<file path="config.mk">
export PLATFORM = sky130hd
export DESIGN_NAME = decoder_24_pipe
export DESIGN_NICKNAME = d
export VERILOG_FILES = /design/src/rtl/decoder_pkg.sv /design/src/rtl/skid_buf_2.sv /design/src/rtl/decoder_24_pipe.sv
export SDC_FILE = /design/constraint.sdc
export NUM_CORES = 1
export LEC_CHECK = 0
export BUFFER_PORTS_ARGS = -buffer_cell sky130_fd_sc_hd__buf_4
export CAP_MARGIN = 20
export CORE_MARGIN = 2
export CORE_UTILIZATION = 34
export CTS_BUF_LIST = sky130_fd_sc_hd__clkbuf_16
export CTS_CLUSTER_DIAMETER = 50
export CTS_CLUSTER_SIZE = 24
export DETAILED_ROUTE_END_ITERATION = 10
export PLACE_DENSITY_LB_ADDON = 0.05
export SYNTH_ARGS = -nofsm -noshare
export SYNTH_HDL_FRONTEND = slang
export SYNTH_HIERARCHICAL = 1
export SYNTH_SLANG_ARGS = --single-unit
</file>
<file path="constraint.sdc">
create_clock -name clk -period 1.97 [get_ports clk]
set_input_delay 0.197 -clock clk [delete_from_list [all_inputs] [get_ports clk]]
set_output_delay 0.197 -clock clk [all_outputs]
set_load 0.05 [all_outputs]
</file>
<file path="src/rtl/decoder_pkg.sv">
// Shared decode helpers for the one-hot decoder family.
package decoder_pkg;

  localparam int unsigned MaxInW  = 8;
  localparam int unsigned MaxOutW = 1 << MaxInW;

  function automatic int unsigned out_width(input int unsigned in_w);
    return 1 << in_w;
  endfunction

  // Full-width result; callers size-cast down to their OUT_W.
  function automatic logic [MaxOutW-1:0] onehot_decode(input logic [MaxInW-1:0] code,
                                                       input logic              en);
    logic [MaxOutW-1:0] word;
    word = '0;
    if (en) word[code] = 1'b1;
    return word;
  endfunction

endpackage

</file>
<file path="src/rtl/skid_buf_2.sv">
// Generic 2-entry valid/ready skid buffer; main entry drives the outputs directly.
module skid_buf_2 #(
  parameter int unsigned WIDTH = 8
) (
  input  logic             clk,
  input  logic             rst,
  input  logic             in_valid,
  output logic             in_ready,
  input  logic [WIDTH-1:0] in_data,
  output logic             out_valid,
  input  logic             out_ready,
  output logic [WIDTH-1:0] out_data
);

  logic             main_valid_q, main_valid_d;
  logic             skid_valid_q, skid_valid_d;
  logic [WIDTH-1:0] main_q, main_d;
  logic [WIDTH-1:0] skid_q, skid_d;
  logic             in_xfer, out_xfer;

  assign in_ready  = !skid_valid_q;
  assign out_valid = main_valid_q;
  assign out_data  = main_q;
  assign in_xfer   = in_valid & in_ready;
  assign out_xfer  = main_valid_q & out_ready;

  always_comb begin
    main_valid_d = main_valid_q;
    skid_valid_d = skid_valid_q;
    main_d       = main_q;
    skid_d       = skid_q;
    if (out_xfer) begin
      if (skid_valid_q) begin
        // in_ready was low, so no input competes for main here.
        main_d       = skid_q;
        skid_valid_d = 1'b0;
      end else if (in_xfer) begin
        main_d = in_data;
      end else begin
        main_valid_d = 1'b0;
      end
    end else if (in_xfer) begin
      if (!main_valid_q) begin
        main_valid_d = 1'b1;
        main_d       = in_data;
      end else begin
        skid_valid_d = 1'b1;
        skid_d       = in_data;
      end
    end
  end

  always_ff @(posedge clk or posedge rst) begin
    if (rst) begin
      main_valid_q <= 1'b0;
      skid_valid_q <= 1'b0;
      main_q       <= '0;
      skid_q       <= '0;
    end else begin
      main_valid_q <= main_valid_d;
      skid_valid_q <= skid_valid_d;
      main_q       <= main_d;
      skid_q       <= skid_d;
    end
  end

endmodule

</file>
<file path="src/rtl/decoder_24_pipe.sv">
// Registered binary-to-one-hot decoder with skid-buffered handshakes and a saturating
// delivered-word counter.
module decoder_24_pipe
  import decoder_pkg::*;
#(
  parameter int unsigned IN_W  = 2,
  parameter int unsigned CNT_W = 8,
  localparam int unsigned OUT_W = out_width(IN_W)
) (
  input  logic             clk,
  input  logic             rst,
  input  logic             in_valid,
  output logic             in_ready,
  input  logic [IN_W-1:0]  in_code,
  input  logic             in_en,
  output logic             out_valid,
  input  logic             out_ready,
  output logic [OUT_W-1:0] out_y,
  input  logic             cnt_clr,
  output logic [CNT_W-1:0] dec_cnt
);

  localparam logic [CNT_W-1:0] CntMax = '1;

  logic [OUT_W-1:0] word;
  logic [CNT_W-1:0] cnt_q, cnt_d;

  assign word = OUT_W'(onehot_decode(MaxInW'(in_code), in_en));

  skid_buf_2 #(
    .WIDTH(OUT_W)
  ) u_skid (
    .clk      (clk),
    .rst      (rst),
    .in_valid (in_valid),
    .in_ready (in_ready),
    .in_data  (word),
    .out_valid(out_valid),
    .out_ready(out_ready),
    .out_data (out_y)
  );

  // Clear takes priority over a coincident transfer.
  always_comb begin
    cnt_d = cnt_q;
    if (cnt_clr) begin
      cnt_d = '0;
    end else if (out_valid && out_ready && (cnt_q != CntMax)) begin
      cnt_d = cnt_q + 1'b1;
    end
  end

  always_ff @(posedge clk or posedge rst) begin
    if (rst) begin
      cnt_q <= '0;
    end else begin
      cnt_q <= cnt_d;
    end
  end

  assign dec_cnt = cnt_q;

endmodule

</file>
[After elaboration in Yosys (flattened, before gate mapping)]
Index checks and enable logic that the tools add are counted.
Storage, ports and cells
  flip-flop bits (word level): 18
  logic and storage cells: 44
  input bits: 8
  output and inout bits: 14
Cells by class
  equality and inequality tests: 4
  mux-type cells: 17
  order comparisons: 2
  reduce and logical (&&, ||, !) cells: 12
  add/sub/neg operators: 1
  bitwise logic cells: 3
Operator list (count)
  two-way mux 4 bit: 6
  two-way mux 8 bit: 2
  < comparator 2 x 9 -> 1 bit (second input constant): 1
  AND reduction 3 bit: 3
  adder 8 x 1 -> 8 bit (second input constant): 1
  two-way mux 1 bit: 8
  != test 8 bit (second input constant): 1
  nonzero test 2 bit: 4
  != test 2 bit (second input constant): 3
  logical AND 1 bit: 3
  bitwise AND 1 bit: 2
  demux 1 bit (select 2 bit): 1
  greater-or-equal comparator 2 x 1 -> 1 bit (second input constant): 1
  AND reduction 2 bit: 1
  zero test 1 bit: 1
  NOT 1 bit: 1

[Depth between registers and ports, before layout]
Gate-level depths: netlist of run 1.
  depth after elaboration: 8
  depth in mapped cells: 5
  gate-level depth less buffers: 5

[Cells and area by module]
The synthesis of run 1 kept the hierarchy.
Modules (own cells, without submodules)
  skid_buf_2: area an instance 556.8 µm², sequential area each 250.2 µm², instances 1, cells an instance 49
  decoder_24_pipe: area an instance 511.7 µm², sequential area each 200.2 µm², instances 1, cells an instance 53

[Worst setup path before layout of run 1]
OpenSTA, ideal clock, no wires.
  kind: reg2reg
  from: register u_skid.main_valid_q, in the netlist u_skid/out_valid
  to: register u_skid.main_q[0], in the netlist u_skid/out_data[0]
  data arrival time: 1.748 ns
  slack: 0.096 ns
  cell stages (with the launch flop): 6
  path buffers: 0
  period minus slack after synthesis: 1.874 ns
  required time: 1.844 ns
  setup time: 0.126 ns
  cells stage by stage: dfrtp_1 > nand2_2 > ha_1 > inv_1 > nand2_1 > o32a_1
Between the ends
  word-level cells in the longest chain between the ends: 3
  elaborated cells on any way between the ends: 5
RTL lines
  start: declaration: RTL line skid_buf_2.sv:15  | logic main_valid_q, main_valid_d;
  start signal: assignment: RTL line skid_buf_2.sv:60  | main_valid_q <= main_valid_d;
  bitwise AND 1 bit: RTL line skid_buf_2.sv:25  | assign out_xfer = main_valid_q & out_ready;
  != test 2 bit (no line) / nonzero test 2 bit (equally long branches)
  AND reduction 3 bit (no line)
  end signal: assignment: RTL line skid_buf_2.sv:62  | main_q <= main_d;
  end: declaration: RTL line skid_buf_2.sv:17  | logic [WIDTH-1:0] main_q, main_d;
Parallel ways exist; a longest one is shown, timed or not.
A chain may end at the register's enable or synchronous reset.

[Final worst setup path of run 1]
  from: register u_skid.skid_valid_q
  to: register u_skid.main_q[1], in the netlist u_skid/out_data[1]
Between the ends
  word-level cells in the longest chain between the ends: 4
  elaborated cells on any way between the ends: 7
RTL lines
  start: declaration: RTL line skid_buf_2.sv:16  | logic skid_valid_q, skid_valid_d;
  start signal: assignment: RTL line skid_buf_2.sv:61  | skid_valid_q <= skid_valid_d;
  zero test 1 bit: RTL line skid_buf_2.sv:21  | assign in_ready = !skid_valid_q;
  bitwise AND 1 bit: RTL line skid_buf_2.sv:24  | assign in_xfer = in_valid & in_ready;
  nonzero test 2 bit (no line)
  AND reduction 3 bit (no line)
Parallel ways exist; a longest one is shown, timed or not.

==> results of run 1 <==
==> registers in the layout, indices dropped and copies added, names as in the netlist <==
| register | cells |
|---|---|
| u_skid/skid_valid_q | 1 |
| dec_cnt | 8 |
| u_skid/out_valid | 1 |
| u_skid/skid_q | 4 |
| u_skid/out_data | 4 |
==> power by group through the flow <==
| stage | sequential, W | clock [W] | combinational (W) |
|---|---|---|---|
| 2_1_floorplan | 0.000781 | 0 | 0.000381 |
| 3_3_place_gp | 0.000581 | 0 | 0.000799 |
| 3_5_place_dp | 0.000586 | 0 | 0.000798 |
| 4_1_cts | 0.000579 | 0.000419 | 0.000804 |
| 5_1_grt | 0.000598 | 0.000438 | 0.000864 |
| 6_report | 0.000576 | 0.000405 | 0.000796 |
==> layout by cell type (no fill, tap or decap), types with 2 or more instances in the layout <==
cell and instances:
sky130_fd_sc_hd__nor2b_1 9, sky130_fd_sc_hd__clkbuf_16 3, sky130_fd_sc_hd__o32a_1 4, sky130_fd_sc_hd__mux2i_1 3, sky130_fd_sc_hd__o22ai_1 4, sky130_fd_sc_hd__nand2_1 11, sky130_fd_sc_hd__nand3_1 5, sky130_fd_sc_hd__dfrtp_1 18
sky130_fd_sc_hd__buf_4 22, sky130_fd_sc_hd__ha_1 2, sky130_fd_sc_hd__nor2_1 10, sky130_fd_sc_hd__mux2_4 5, sky130_fd_sc_hd__xor2_1 2, sky130_fd_sc_hd__inv_1 5
==> metrics by stage <==
| stage | area [um2] | util | total power [W] |
|---|---|---|---|
| floorplan | 1070 | - | 0.00116 |
| global placement | 1270 | 0.421 | 0.00138 |
| detailed placement | 1270 | 0.421 | 0.00138 |
| CTS | 1360 | 0.450 | 0.00180 |
| global route | 1360 | 0.450 | 0.00190 |
| finish | 1360 | 0.450 | 0.00178 |
==> critical path: stages (launching register included) <==
cell                       delay [ps]
sky130_fd_sc_hd__dfrtp_1          500
sky130_fd_sc_hd__nand2b_2         290
sky130_fd_sc_hd__ha_1             190
sky130_fd_sc_hd__inv_1            100
sky130_fd_sc_hd__nand2_1          120
sky130_fd_sc_hd__o32a_1           360
==> logic make-up after synthesis <==
| kind of cell | after synthesis | share of synthesized area |
|---|---|---|
| flip-flops | 18 | 0.422 |
| adder cells (fa/ha/maj) | 2 | 0.0234 |
| multiplexers | 8 | 0.0984 |
| AND/OR/NAND/NOR | 50 | 0.288 |
| XOR/XNOR | 2 | 0.0164 |
| AO/OA/AOI/OAI | 15 | 0.121 |
| buffers and inverters | 7 | 0.0316 |
==> metal layers <==
| layer | vias to the layer above | GRT usage |
|---|---|---|
| met5 | - | 0 |
| met2 | 20 | 0.253 |
| met1 | 402 | 0.183 |
| met3 | 6 | 0.0260 |
| met4 | 0 | 0.0698 |
| li1 | 412 | - |
==> layout make-up <==
type / count / area, um2
clock buffers: 3 / 75.1
clock inverters: 1 / 3.75
fillers: 303 / 1670
inverters: 5 / 18.8
multi-input cells: 77 / 584
flip-flops and latches: 18 / 450
well taps: 44 / 55.1
repair buffers: 23 / 175
==> worst paths after layout <==
path	start	to	slack, ps
max	u_skid/skid_valid_q	u_skid/out_data[1]	280
min	cnt_clr	dec_cnt[2]	180
max reg2reg	u_skid/skid_valid_q	u_skid/out_data[1]	280
min reg2reg	u_skid/out_data[3]	u_skid/out_data[3]	500
max in group asynchronous	rst	u_skid/out_valid	1180
min in group asynchronous	rst	dec_cnt[7]	460
==> Flow_metrics.wiki, run 1 <==
{| class="wikitable"
! Metric !! Value
|-
| Max Buffers Root-to-Sink || 2
|-
| Actual slew at the worst max-slew pin || between 400 and 500 ps
|-
| Hold slack final || about 180 ps
|-
| Clock share of power || 0.228
|-
| Final period util || 0.856
|-
| Psw || 0.000723 W
|-
| ANT cells || 0
|-
| Share of layout cells above drive strength 1 || 0.315
|-
| Starting utilization of the core area || 0.353
|-
| Area growth from synthesis to final layout || 27.5%
|-
| Worst rel slew slack || 0.728
|-
| Setup WS post-layout || around 280 ps
|-
| Placement row count || 20
|-
| DPL Wire Length || 1780 um
|-
| Number of global-route vias before repair || just under 900
|-
| Kind of path behind the tightest hold check || in2reg
|-
| Critical path launch point type || flip-flop
|-
| All-layer global routing usage || 0.150
|-
| Pin count of the biggest net entering global routing || 13
|-
| Final Instance Count excl. Fillers || around 170
|-
| Mapped Avg Cell Area || 10.5 um2
|-
| First-pass GRT wire length || about 4000 um
|-
| Insertion delay of the later-clocked pin in the worst-skew pair || between 200 and 250 ps
|-
| Peak fanout along the critical path || 12
|-
| Number of endpoints failing setup at the final stage || 0
|-
| Skew final || around 1.5 ps
|-
| Number of nets produced by synthesis || roughly 110
|-
| Core outline area || 3030 um2
|-
| Comb pwr share || 0.448
|-
| Switching part of the total || 0.407
|-
| Area contributors post-synth || sky130_fd_sc_hd__dfrtp_1, sky130_fd_sc_hd__mux2_4, sky130_fd_sc_hd__nor2b_1, sky130_fd_sc_hd__nand2_1, sky130_fd_sc_hd__o32a_1
|-
| H-tree lvl count || 1
|-
| Internal power contribution || roughly 0.0011 W
|-
| Placement-stage worst setup slack || ~290 ps
|-
| CTS Hold Buffers Added || 1
|-
| Floorplan die area || about 3600 um2
|-
| Horizontal die dimension || around 60 um
|-
| Number of synthesized flops with an enable pin || 0
|-
| Initial antenna violation count || 0
|-
| Most common flop cell mapped by yosys || sky130_fd_sc_hd__dfrtp_1
|-
| Mean routed wirelength per cell || around 13 um
|-
| #FFs+latches synth || 18
|-
| Uppermost metal layer occupied by signal nets || met4
|-
| Yosys warning count || 6
|-
| Clock slew seen by the registers of the worst setup and hold paths || ~50 ps
|-
| Worst IR Drop VDD || a little over 0.4 mV
|-
| Post-synthesis cell type count || 36
|-
| Areal power density over the cells || 1300 nW/um2
|-
| Final Hold Viols || 0
|-
| Synthesized instance count || a little over 100
|-
| Vias per Instance || between 4 and 5
|-
| Count of cells along the worst register-to-register path || 5
|-
| Final Critical Period || between 1500 and 2000 ps
|-
| Post-synth top area cell || sky130_fd_sc_hd__dfrtp_1
|-
| Final GP Congestion || between 0.8 and 0.9
|-
| Total iterations of the first detailed-routing run || 4
|-
| Routed wire length || ~2300 um
|-
| Peak clock frequency supported by timing || between 0.5 and 0.6 GHz
|-
| Grt ovf || 0
|-
| Die Y || around 60 um
|-
| Resized cells post-CTS || 0
|-
| Cell depth of the worst min-delay path || 2
|-
| Number of CTS-inserted buffers || 3
|-
| CTS tree || yes
|-
| Data required time at the worst endpoint || approximately 2100 ps
|-
| Fraction of synthesized cell area taken by the top area cell type || 0.422
|-
| Sequential Power Share || 0.324
|-
| Crit path kind || reg2reg
|-
| Top cells by instance count after synthesis || sky130_fd_sc_hd__dfrtp_1, sky130_fd_sc_hd__nand2_1, sky130_fd_sc_hd__nor2_1, sky130_fd_sc_hd__nor2b_1
|-
| Max Slew Vio Count || 0
|-
| Setup crit end kind || flip-flop
|-
| Buffers inserted during post-CTS setup optimization || 0
|-
| Outcome || finished, final reports clean
|-
| Unrepaired setup endpoints after global routing || no
|-
| Leakage Power || 0.628 nW
|-
| Number of cells after detailed placement || about 170
|-
| Mapped cell area || 1070 um2
|-
| Number of DRC violations after detailed routing || 0
|-
| Clock sink total || 18
|-
| Routed length on met1 || about 1000 um
|-
| Fraction of registers with async set/reset || 1.00
|-
| Final setup TNS || 0 ps
|-
| Data arrival time at the worst-slack endpoint || 1810 ps
|-
| Clock Tree Root || sky130_fd_sc_hd__clkbuf_16
|-
| Detail Route met3 WL || roughly 76 um
|-
| Port Buffer Count || 21
|-
| Routed vias || 840
|-
| Number of nets in the final layout || 138
|-
| Number of max-cap violations || 0
|-
| I/O pin count || 22
|-
| Most used standard cell by instance count after synthesis || sky130_fd_sc_hd__dfrtp_1
|-
| Post-DRT Antenna Nets || 0
|-
| Register area share after synthesis || 0.422
|-
| Routed length on met2 || between 1000 and 1500 um
|-
| Iteration-0 DRC count of the detailed router || 25
|}
Note: power is estimated with default switching activity, not from simulation.
==> run 2: changes to the inputs <==
--- a/config.mk
+++ b/config.mk
@@ -5,6 +5,7 @@
 export SDC_FILE = /design/constraint.sdc
 export NUM_CORES = 1
 export LEC_CHECK = 0
+export ABC_AREA = 1
 export BUFFER_PORTS_ARGS = -buffer_cell sky130_fd_sc_hd__buf_4
 export CAP_MARGIN = 20
 export CORE_MARGIN = 2
==> run 2 against run 1 <==
Effect of this change: routed wire length up 2.7%; setup slack improved by 320 ps; combinational power is 14% lower; clock power increased by 2%; die area fell by 0.98%; global-route usage is 0.67 points higher; non-clock buffer count shrank 1; critical path depth up 2; worst hold slack better by 56 ps; fmax grew 23%; sequential share of layout area is 0.43 points higher; count of clock-buffer cells in the layout stayed put; critical endpoint is now dec_cnt[7]; largest power group unchanged.
==> Flow_metrics.wiki, run 2 <==
{| class="wikitable"
! Metric !! Value
|-
| Starting utilization of the core area || 0.352 (was 0.353)
|-
| Final setup TNS || 0 ps (unchanged)
|-
| Grt ovf || 0 (unchanged)
|-
| Number of cells after detailed placement || 205 (was 166)
|-
| Setup crit end kind || flip-flop (unchanged)
|-
| Number of nets produced by synthesis || 161 (was 112)
|-
| Resized cells post-CTS || 0 (unchanged)
|-
| Most common flop cell mapped by yosys || sky130_fd_sc_hd__dfrtp_1 (unchanged)
|-
| Start of the worst register-to-register path || dec_cnt[0] (was u_skid/skid_valid_q)
|-
| Post-synth top area cell || sky130_fd_sc_hd__dfrtp_1 (unchanged)
|-
| Slowest cell delay on critical path || 400 ps (was 500 ps)
|-
| Leakage Power || 0.720 nW (was 0.628 nW)
|-
| Iteration-0 DRC count of the detailed router || 46 (was 25)
|-
| Routed vias || 992 (was 840)
|-
| Peak clock frequency supported by timing || 0.729 GHz (was 0.593 GHz)
|-
| Areal power density over the cells || 1220 nW/um2 (was 1300 nW/um2)
|-
| Critical path buffer and inverter count || 1 (unchanged)
|-
| Critical-path cell list || ha_1, nand2_1, nor2_1, a21oi_1, nand3_1, nand2_1, inv_1 (was nand2b_2, ha_1, inv_1, nand2_1, o32a_1)
|-
| Data arrival time at the worst-slack endpoint || 1520 ps (was 1810 ps)
|-
| Mean routed wirelength per cell || 11.2 um (was 13.4 um)
|-
| Gate family responsible for the most delay along the worst path || flip-flops (unchanged)
|-
| Final Instance Count excl. Fillers || 210 (was 171)
|-
| Register area share after synthesis || 0.426 (was 0.422)
|-
| Number of CTS-inserted buffers || 3 (unchanged)
|-
| Number of global-route vias before repair || 907 (was 873)
|-
| Yosys warning count || 6 (unchanged)
|-
| ANT cells || 0 (unchanged)
|-
| Max Buffers Root-to-Sink || 2 (unchanged)
|-
| Most common cell type on the critical path || sky130_fd_sc_hd__nand2_1
|-
| Actual slew at the worst max-slew pin || 407 ps (about the same)
|-
| Peak fanout along the critical path || 4 (was 12)
|-
| Horizontal die dimension || 59.8 um (was 60.1 um)
|-
| Number of nets in the final layout || 188 (was 138)
|-
| Synthesized instance count || 151 (was 102)
|-
| Max Slew Vio Count || 0 (unchanged)
|-
| Cell depth of the worst min-delay path || 4 (was 2)
|-
| Initial antenna violation count || 0 (unchanged)
|-
| Worst IR Drop VDD || 0.604 mV (was 0.408 mV)
|-
| H-tree lvl count || 1 (unchanged)
|-
| Final period util || 0.696 (was 0.856)
|-
| Final GP Congestion || 0.845 (was 0.801)
|-
| Worst rel slew slack || 0.729 (was 0.728)
|-
| Data required time at the worst endpoint || 2120 ps (was 2100 ps)
|-
| Final Critical Period || 1370 ps (was 1690 ps)
|-
| Core outline area || 3000 um2 (was 3030 um2)
|-
| Routed wire length || 2360 um (was 2300 um)
|-
| Crit path kind || reg2reg (unchanged)
|-
| Pin count of the biggest net entering global routing || 11 (was 13)
|-
| Post-DRT Antenna Nets || 0 (unchanged)
|-
| Placement row count || 20 (unchanged)
|-
| Top cells by instance count after synthesis || sky130_fd_sc_hd__nand2_1, sky130_fd_sc_hd__inv_1, sky130_fd_sc_hd__dfrtp_1, sky130_fd_sc_hd__nand3_1, sky130_fd_sc_hd__nor2_1 (was sky130_fd_sc_hd__dfrtp_1, sky130_fd_sc_hd__nand2_1, sky130_fd_sc_hd__nor2_1, sky130_fd_sc_hd__nor2b_1)
|-
| DPL Wire Length || 1840 um (was 1780 um)
|-
| Fraction of synthesized cell area taken by the top area cell type || 0.426 (was 0.422)
|-
| Vias per Instance || 4.72 (was 4.91)
|-
| Share of layout cells above drive strength 1 || 0.198 (was 0.315)
|-
| Insertion delay of the later-clocked pin in the worst-skew pair || 250 ps (was 240 ps)
|-
| I/O pin count || 22 (unchanged)
|-
| Endpoint of the most critical register-to-register path || dec_cnt[7] (was u_skid/out_data[1])
|-
| Number of DRC violations after detailed routing || 0 (unchanged)
|-
| Startpoint of the tightest hold check path || cnt_clr (unchanged)
|-
| #FFs+latches synth || 18 (unchanged)
|-
| Hold Crit Endpoint || dec_cnt[7] (was dec_cnt[2])
|-
| Area contributors post-synth || sky130_fd_sc_hd__dfrtp_1, sky130_fd_sc_hd__nand2_1, sky130_fd_sc_hd__inv_1, sky130_fd_sc_hd__nand3_1, sky130_fd_sc_hd__nor2_1 (was sky130_fd_sc_hd__dfrtp_1, sky130_fd_sc_hd__mux2_4, sky130_fd_sc_hd__nor2b_1, sky130_fd_sc_hd__nand2_1, sky130_fd_sc_hd__o32a_1)
|-
| Unrepaired setup endpoints after global routing || no (unchanged)
|-
| Post-synthesis cell type count || 18 (was 36)
|-
| Clock Tree Root || sky130_fd_sc_hd__clkbuf_16 (unchanged)
|-
| Fraction of registers with async set/reset || 1.00 (unchanged)
|-
| Die Y || 59.8 um (was 60.1 um)
|-
| Final Hold Viols || 0 (unchanged)
|-
| Floorplan die area || 3570 um2 (was 3610 um2)
|-
| Skew final || 1.23 ps (was 1.47 ps)
|-
| Number of endpoints failing setup at the final stage || 0 (unchanged)
|-
| Mapped cell area || 1060 um2 (was 1070 um2)
|-
| Number of max-cap violations || 0 (unchanged)
|-
| Critical path launch point type || flip-flop (unchanged)
|-
| Most used standard cell by instance count after synthesis || sky130_fd_sc_hd__nand2_1 (was sky130_fd_sc_hd__dfrtp_1)
|-
| Count of cells along the worst register-to-register path || 7 (was 5)
|-
| Area growth from synthesis to final layout || 27.2% (was 27.5%)
|-
| Filler cell count || 323 (was 303)
|-
| Clock sink total || 18 (unchanged)
|-
| All-layer global routing usage || 0.156 (was 0.150)
|-
| Crit path launch || dec_cnt[0] (was u_skid/skid_valid_q)
|-
| Slowest library cell on the worst path || sky130_fd_sc_hd__dfrtp_1 (unchanged)
|-
| First-pass GRT wire length || 4040 um (was 4020 um)
|-
| Clock slew seen by the registers of the worst setup and hold paths || 50 ps (about the same)
|-
| Outcome || finished, final reports clean (unchanged)
|-
| Most common cell after layout, fill and taps aside || sky130_fd_sc_hd__nand2_1 (was sky130_fd_sc_hd__buf_4)
|-
| Commonest cells after routing, fill and taps aside || sky130_fd_sc_hd__nand2_1, sky130_fd_sc_hd__inv_1, sky130_fd_sc_hd__buf_4 (was sky130_fd_sc_hd__buf_4, sky130_fd_sc_hd__dfrtp_1, sky130_fd_sc_hd__nand2_1)
|-
| Port Buffer Count || 21 (unchanged)
|-
| Total iterations of the first detailed-routing run || 4 (unchanged)
|-
| Number of flip-flops in the largest register || 8 (unchanged)
|-
| CTS tree || yes (unchanged)
|-
| Mapped Avg Cell Area || 7.00 um2 (was 10.5 um2)
|-
| Sum of internal, switching and leakage power || 0.00164 W (was 0.00178 W)
|-
| Hold slack final || 240 ps (was 184 ps)
|-
| Kind of path behind the tightest hold check || in2reg (unchanged)
|-
| Number of synthesized flops with an enable pin || 0 (unchanged)
|-
| Worst reg-to-reg setup slack || 600 ps (was 280 ps)
|}
-- run 2: cell types whose count changed after synthesis, sizes merged, moves of 4 or more --
cell / before / now
nor3: 2 / 6
nor2b: 9 / 0
o21ai: 1 / 9
nand3: 5 / 13
o32a: 4 / 0
nand2: 12 / 54
inv: 5 / 28
mux2: 5 / 0
o22ai: 4 / 0
-- run 2: layout make-up --
cell class,instances,area [um2],share of cell area
multi-input cells,104,493,0.367
repair buffers,22,168,0.125
well taps,33,41.3,0.0307
flip-flops and latches,18,450,0.335
clock buffers,3,75.1,0.0558
clock inverters,1,3.75,0.00279
inverters,29,114,0.0847
-- run 2: repair_timing --
action                                  4_1_cts  5_1_grt
endpoints found under the hold margin        18        0
endpoints found under the setup margin        0        0
setup buffers                                 0        0
hold buffers                                  1        0
-- run 2: per-stage QoR --
stage	utilization	worst slack, ps	area (um2)
after floorplan	-	411	1060
after global placement	0.418	642	1260
after detailed placement	0.418	607	1260
after CTS	0.448	598	1350
after global routing	0.448	416	1350
final	0.448	599	1350
-- run 2: power by group --
group	switching [W]	internal (W)	total, W
sequential	0.0000795	0.000463	0.000542
clock	0.000143	0.000270	0.000413
combinational	0.000481	0.000207	0.000688
-- run 2: cells by family after synthesis --
kind of cell,Yosys count,synth area share
DFF,18,0.426
AOI/OAI and AO/OA,14,0.0686
adders and majority gates,2,0.0237
and+or+nand+nor,88,0.374
buffers and inverters,29,0.108
-- run 2: worst reg2reg max path: stages (launching register included) --
cell and delay, ps:
sky130_fd_sc_hd__dfrtp_1 400, sky130_fd_sc_hd__ha_1 220, sky130_fd_sc_hd__nand2_1 100, sky130_fd_sc_hd__nor2_1 60, sky130_fd_sc_hd__a21oi_1 280, sky130_fd_sc_hd__nand3_1 110
sky130_fd_sc_hd__nand2_1 70, sky130_fd_sc_hd__inv_1 30
-- run 2: metal layers --
| layer | up-vias | wire length (um) | GRT usage |
|---|---|---|---|
| li1 | 518 | - | - |
| met1 | 448 | 1040 | 0.179 |
| met2 | 22 | 1170 | 0.270 |
| met3 | 4 | 93 | 0.0303 |
| met4 | 0 | 51 | 0.0857 |
| met5 | - | 0 | 0 |
-- run 2: worst max-delay path by stage --
| stage | endpoint | slack (ps) | cells after the start |
|---|---|---|---|
| global placement | dec_cnt[7] | 640 | 7 |
| CTS | dec_cnt[7] | 600 | 7 |
| global route | dec_cnt[7] | 420 | 7 |
| finish | dec_cnt[7] | 600 | 7 |
| floorplan | dec_cnt[5] | 410 | 8 |
| detailed placement | dec_cnt[7] | 610 | 7 |
==> run 3: changes to the inputs <==
==> constraint.sdc (replaced) <==
create_clock -name clk -period 1.19 [get_ports clk]
set_input_delay 0.119 -clock clk [delete_from_list [all_inputs] [get_ports clk]]
set_output_delay 0.119 -clock clk [all_outputs]
set_load 0.05 [all_outputs]
==> run 3 against run 2 <==
Effect of this change: the flow now finishes with violations (setup timing); via count up 2.4%; register-to-register slack worse by 650 ps; die area stayed put; cell count rose by 3.3%; sequential share of layout area shrank 2.9 points; non-clock buffer count rose by 7; global-route usage up 0.25 points; clock skew rose by 0.93 ps; first-iteration DRC count is 43% higher; critical path type unchanged; largest cell class unchanged.
==> Flow_metrics.wiki, run 3 (synthesis results as in run 2) <==
{| class="wikitable"
! Metric !! Value
|-
| Initial antenna violation count || 0 (unchanged)
|-
| Area of the multi-input gates || 587 um2 (was 493 um2)
|-
| Horizontal die dimension || 59.8 um (unchanged)
|-
| Start of the worst register-to-register path || dec_cnt[0] (unchanged)
|-
| Clock slew seen by the registers of the worst setup and hold paths || 50 ps (about the same)
|-
| Number of CTS-inserted buffers || 3 (unchanged)
|-
| Worst reg-to-reg setup slack || -50 ps (was 600 ps)
|-
| Routed wire length || 2410 um (was 2360 um)
|-
| Floorplan die area || 3570 um2 (unchanged)
|-
| Peak clock frequency supported by timing || 0.807 GHz (was 0.729 GHz)
|-
| Setup WS post-layout || -49.7 ps (was 599 ps)
|-
| Starting utilization of the core area || 0.352 (unchanged)
|-
| Actual slew at the worst max-slew pin || 417 ps (was 407 ps)
|-
| Share of layout cells above drive strength 1 || 0.380 (was 0.198)
|-
| Most common cell type on the critical path || sky130_fd_sc_hd__nand2_2 (was sky130_fd_sc_hd__nand2_1)
|-
| All-layer global routing usage || 0.159 (was 0.156)
|-
| ANT cells || 0 (unchanged)
|-
| Critical path capture point || dec_cnt[5] (was dec_cnt[7])
|-
| Final GP Congestion || 0.837 (was 0.845)
|-
| Iteration-0 DRC count of the detailed router || 66 (was 46)
|-
| Final Hold Viols || 0 (unchanged)
|-
| Crit path launch || dec_cnt[0] (unchanged)
|-
| Data required time at the worst endpoint || 1330 ps (was 2120 ps)
|-
| Gate family responsible for the most delay along the worst path || simple AND/OR/NAND/NOR gates (was flip-flops)
|-
| Routed vias || 1016 (was 992)
|-
| Slowest library cell on the worst path || sky130_fd_sc_hd__dfrtp_2 (was sky130_fd_sc_hd__dfrtp_1)
|-
| Final setup TNS || -244 ps (was 0 ps)
|-
| DPL Wire Length || 1940 um (was 1840 um)
|-
| Grt ovf || 0 (unchanged)
|-
| Endpoint of the most critical register-to-register path || dec_cnt[5] (was dec_cnt[7])
|-
| Mean routed wirelength per cell || 11.1 um (was 11.2 um)
|-
| Die Y || 59.8 um (unchanged)
|-
| Placement row count || 20 (unchanged)
|-
| Areal power density over the cells || 1970 nW/um2 (was 1220 nW/um2)
|-
| Number of nets in the final layout || 195 (was 188)
|-
| Worst rel slew slack || 0.722 (was 0.729)
|-
| Pin count of the biggest net entering global routing || 11 (unchanged)
|-
| Number of global-route vias before repair || 992 (was 907)
|-
| Setup crit end kind || flip-flop (unchanged)
|-
| Crit path kind || reg2reg (unchanged)
|-
| Count of cells along the worst register-to-register path || 9 (was 7)
|-
| Slowest cell delay on critical path || 420 ps (was 400 ps)
|-
| Outcome || finished, violations left (was finished, final reports clean)
|-
| Critical path launch point type || flip-flop (unchanged)
|-
| First-pass GRT wire length || 4200 um (was 4040 um)
|-
| Final Instance Count excl. Fillers || 217 (was 210)
|-
| Max Slew Vio Count || 0 (unchanged)
|-
| I/O pin count || 22 (unchanged)
|-
| Insertion delay of the later-clocked pin in the worst-skew pair || 250 ps (about the same)
|-
| Port Buffer Count || 21 (unchanged)
|-
| Leakage Power || 0.772 nW (was 0.720 nW)
|-
| Peak fanout along the critical path || 7 (was 4)
|-
| Vias per Instance || 4.68 (was 4.72)
|-
| Number of cells after detailed placement || 211 (was 205)
|-
| Area growth from synthesis to final layout || 42.6% (was 27.2%)
|-
| Commonest cells after routing, fill and taps aside || sky130_fd_sc_hd__nand2_1, sky130_fd_sc_hd__buf_4, sky130_fd_sc_hd__inv_1 (was sky130_fd_sc_hd__nand2_1, sky130_fd_sc_hd__inv_1, sky130_fd_sc_hd__buf_4)
|-
| H-tree lvl count || 1 (unchanged)
|-
| Post-DRT Antenna Nets || 0 (unchanged)
|-
| Critical path buffer and inverter count || 1 (unchanged)
|-
| Most common cell after layout, fill and taps aside || sky130_fd_sc_hd__nand2_1 (unchanged)
|-
| Register cell area after layout || 460 um2 (was 450 um2)
|-
| Final period util || 1.04 (was 0.696)
|-
| Filler cell count || 297 (was 323)
|-
| Total iterations of the first detailed-routing run || 4 (unchanged)
|-
| Clock sink total || 18 (unchanged)
|-
| Unrepaired setup endpoints after global routing || yes (was no)
|-
| Number of flip-flops in the largest register || 8 (unchanged)
|-
| Number of endpoints failing setup at the final stage || 6 (was 0)
|-
| Number of DRC violations after detailed routing || 0 (unchanged)
|-
| Clock Tree Root || sky130_fd_sc_hd__clkbuf_16 (unchanged)
|-
| Core outline area || 3000 um2 (unchanged)
|-
| CTS tree || yes (unchanged)
|-
| Final Critical Period || 1240 ps (was 1370 ps)
|-
| Critical-path cell list || ha_4, nand2_4, nor2_4, nand2_2, nand2_2, nand2_4, clkinv_4, nand2_2, nand2_1 (was ha_1, nand2_1, nor2_1, a21oi_1, nand3_1, nand2_1, inv_1)
|-
| Max Buffers Root-to-Sink || 2 (unchanged)
|-
| Instance count on the critical path || 9 (was 7)
|-
| Kind of path behind the tightest hold check || in2reg (unchanged)
|-
| Worst IR Drop VDD || 0.998 mV (was 0.604 mV)
|-
| Data arrival time at the worst-slack endpoint || 1380 ps (was 1520 ps)
|-
| Number of max-cap violations || 0 (unchanged)
|-
| Skew final || 2.16 ps (was 1.23 ps)
|-
| Failing checks || setup timing
|}
-- run 3: changes by cell type in the layout (fill, tap and decap cells not counted), sizes merged --
cell | previous run | this run
buf | 21 | 28
-- run 3: stage by stage --
step           worst slack [ps]   util  instance area [um2]  power, W  hold WS [ps]
2_1_floorplan              -162      -                 1120   0.00182         -65.8
3_3_place_gp              -23.2  0.455                 1370   0.00224           107
3_5_place_dp              -63.4  0.455                 1370   0.00225           112
4_1_cts                   -59.5  0.493                 1480   0.00295           164
5_1_grt                    -126  0.502                 1510   0.00317           177
6_report                  -49.7  0.502                 1510   0.00297           163
-- run 3: layout make-up --
| type | instances | share of cell area |
|---|---|---|
| Tap cell | 33 | 0.0274 |
| Clock buffer | 3 | 0.0498 |
| Multi-Input combinational cell | 104 | 0.389 |
| Sequential cell | 18 | 0.305 |
| Timing Repair Buffer | 29 | 0.149 |
| Clock inverter | 1 | 0.00249 |
| Inverter | 29 | 0.0772 |
-- run 3: report_power, final --
part	switching [W]	leakage, nW	internal [W]
Sequential	0.000121	0.227	0.000773
Combinational	0.000902	0.507	0.000494
Clock	0.000232	0.0385	0.000447
-- run 3: worst min path at each step --
stage,from,end,slack (ps),cells after the start
2_1_floorplan,rst,dec_cnt[7],-70,1
3_3_place_gp,rst,dec_cnt[7],110,2
3_5_place_dp,rst,dec_cnt[7],110,2
4_1_cts,cnt_clr,dec_cnt[7],160,4
5_1_grt,cnt_clr,dec_cnt[7],180,4
6_report,cnt_clr,dec_cnt[7],160,4
-- run 3: what timing repair did --
item / in CTS / in global routing
resized for setup: 7 / 6
setup buffers: 0 / 1
endpoints found under the hold margin: 18 / 0
pin swaps: 4 / 5
endpoints found under the setup margin: 7 / 11
gates cloned: 0 / 0
hold buffers: 1 / 0
-- run 3: per-layer routing --
layer  share of wire  global-route usage  vias to the layer above
li1                -                   -                      534
met1            0.45               0.195                      462
met2            0.50               0.259                       15
met3           0.026              0.0346                        5
met4           0.021              0.0825                        0
met5               0                   0                        -
-- run 3: worst min-delay path, delay by kind of cell --
kind	cells	cell delay [ps]
buffers and inverters	2	150
AND/OR/NAND/NOR	1	60
AO/OA/AOI/OAI	1	50
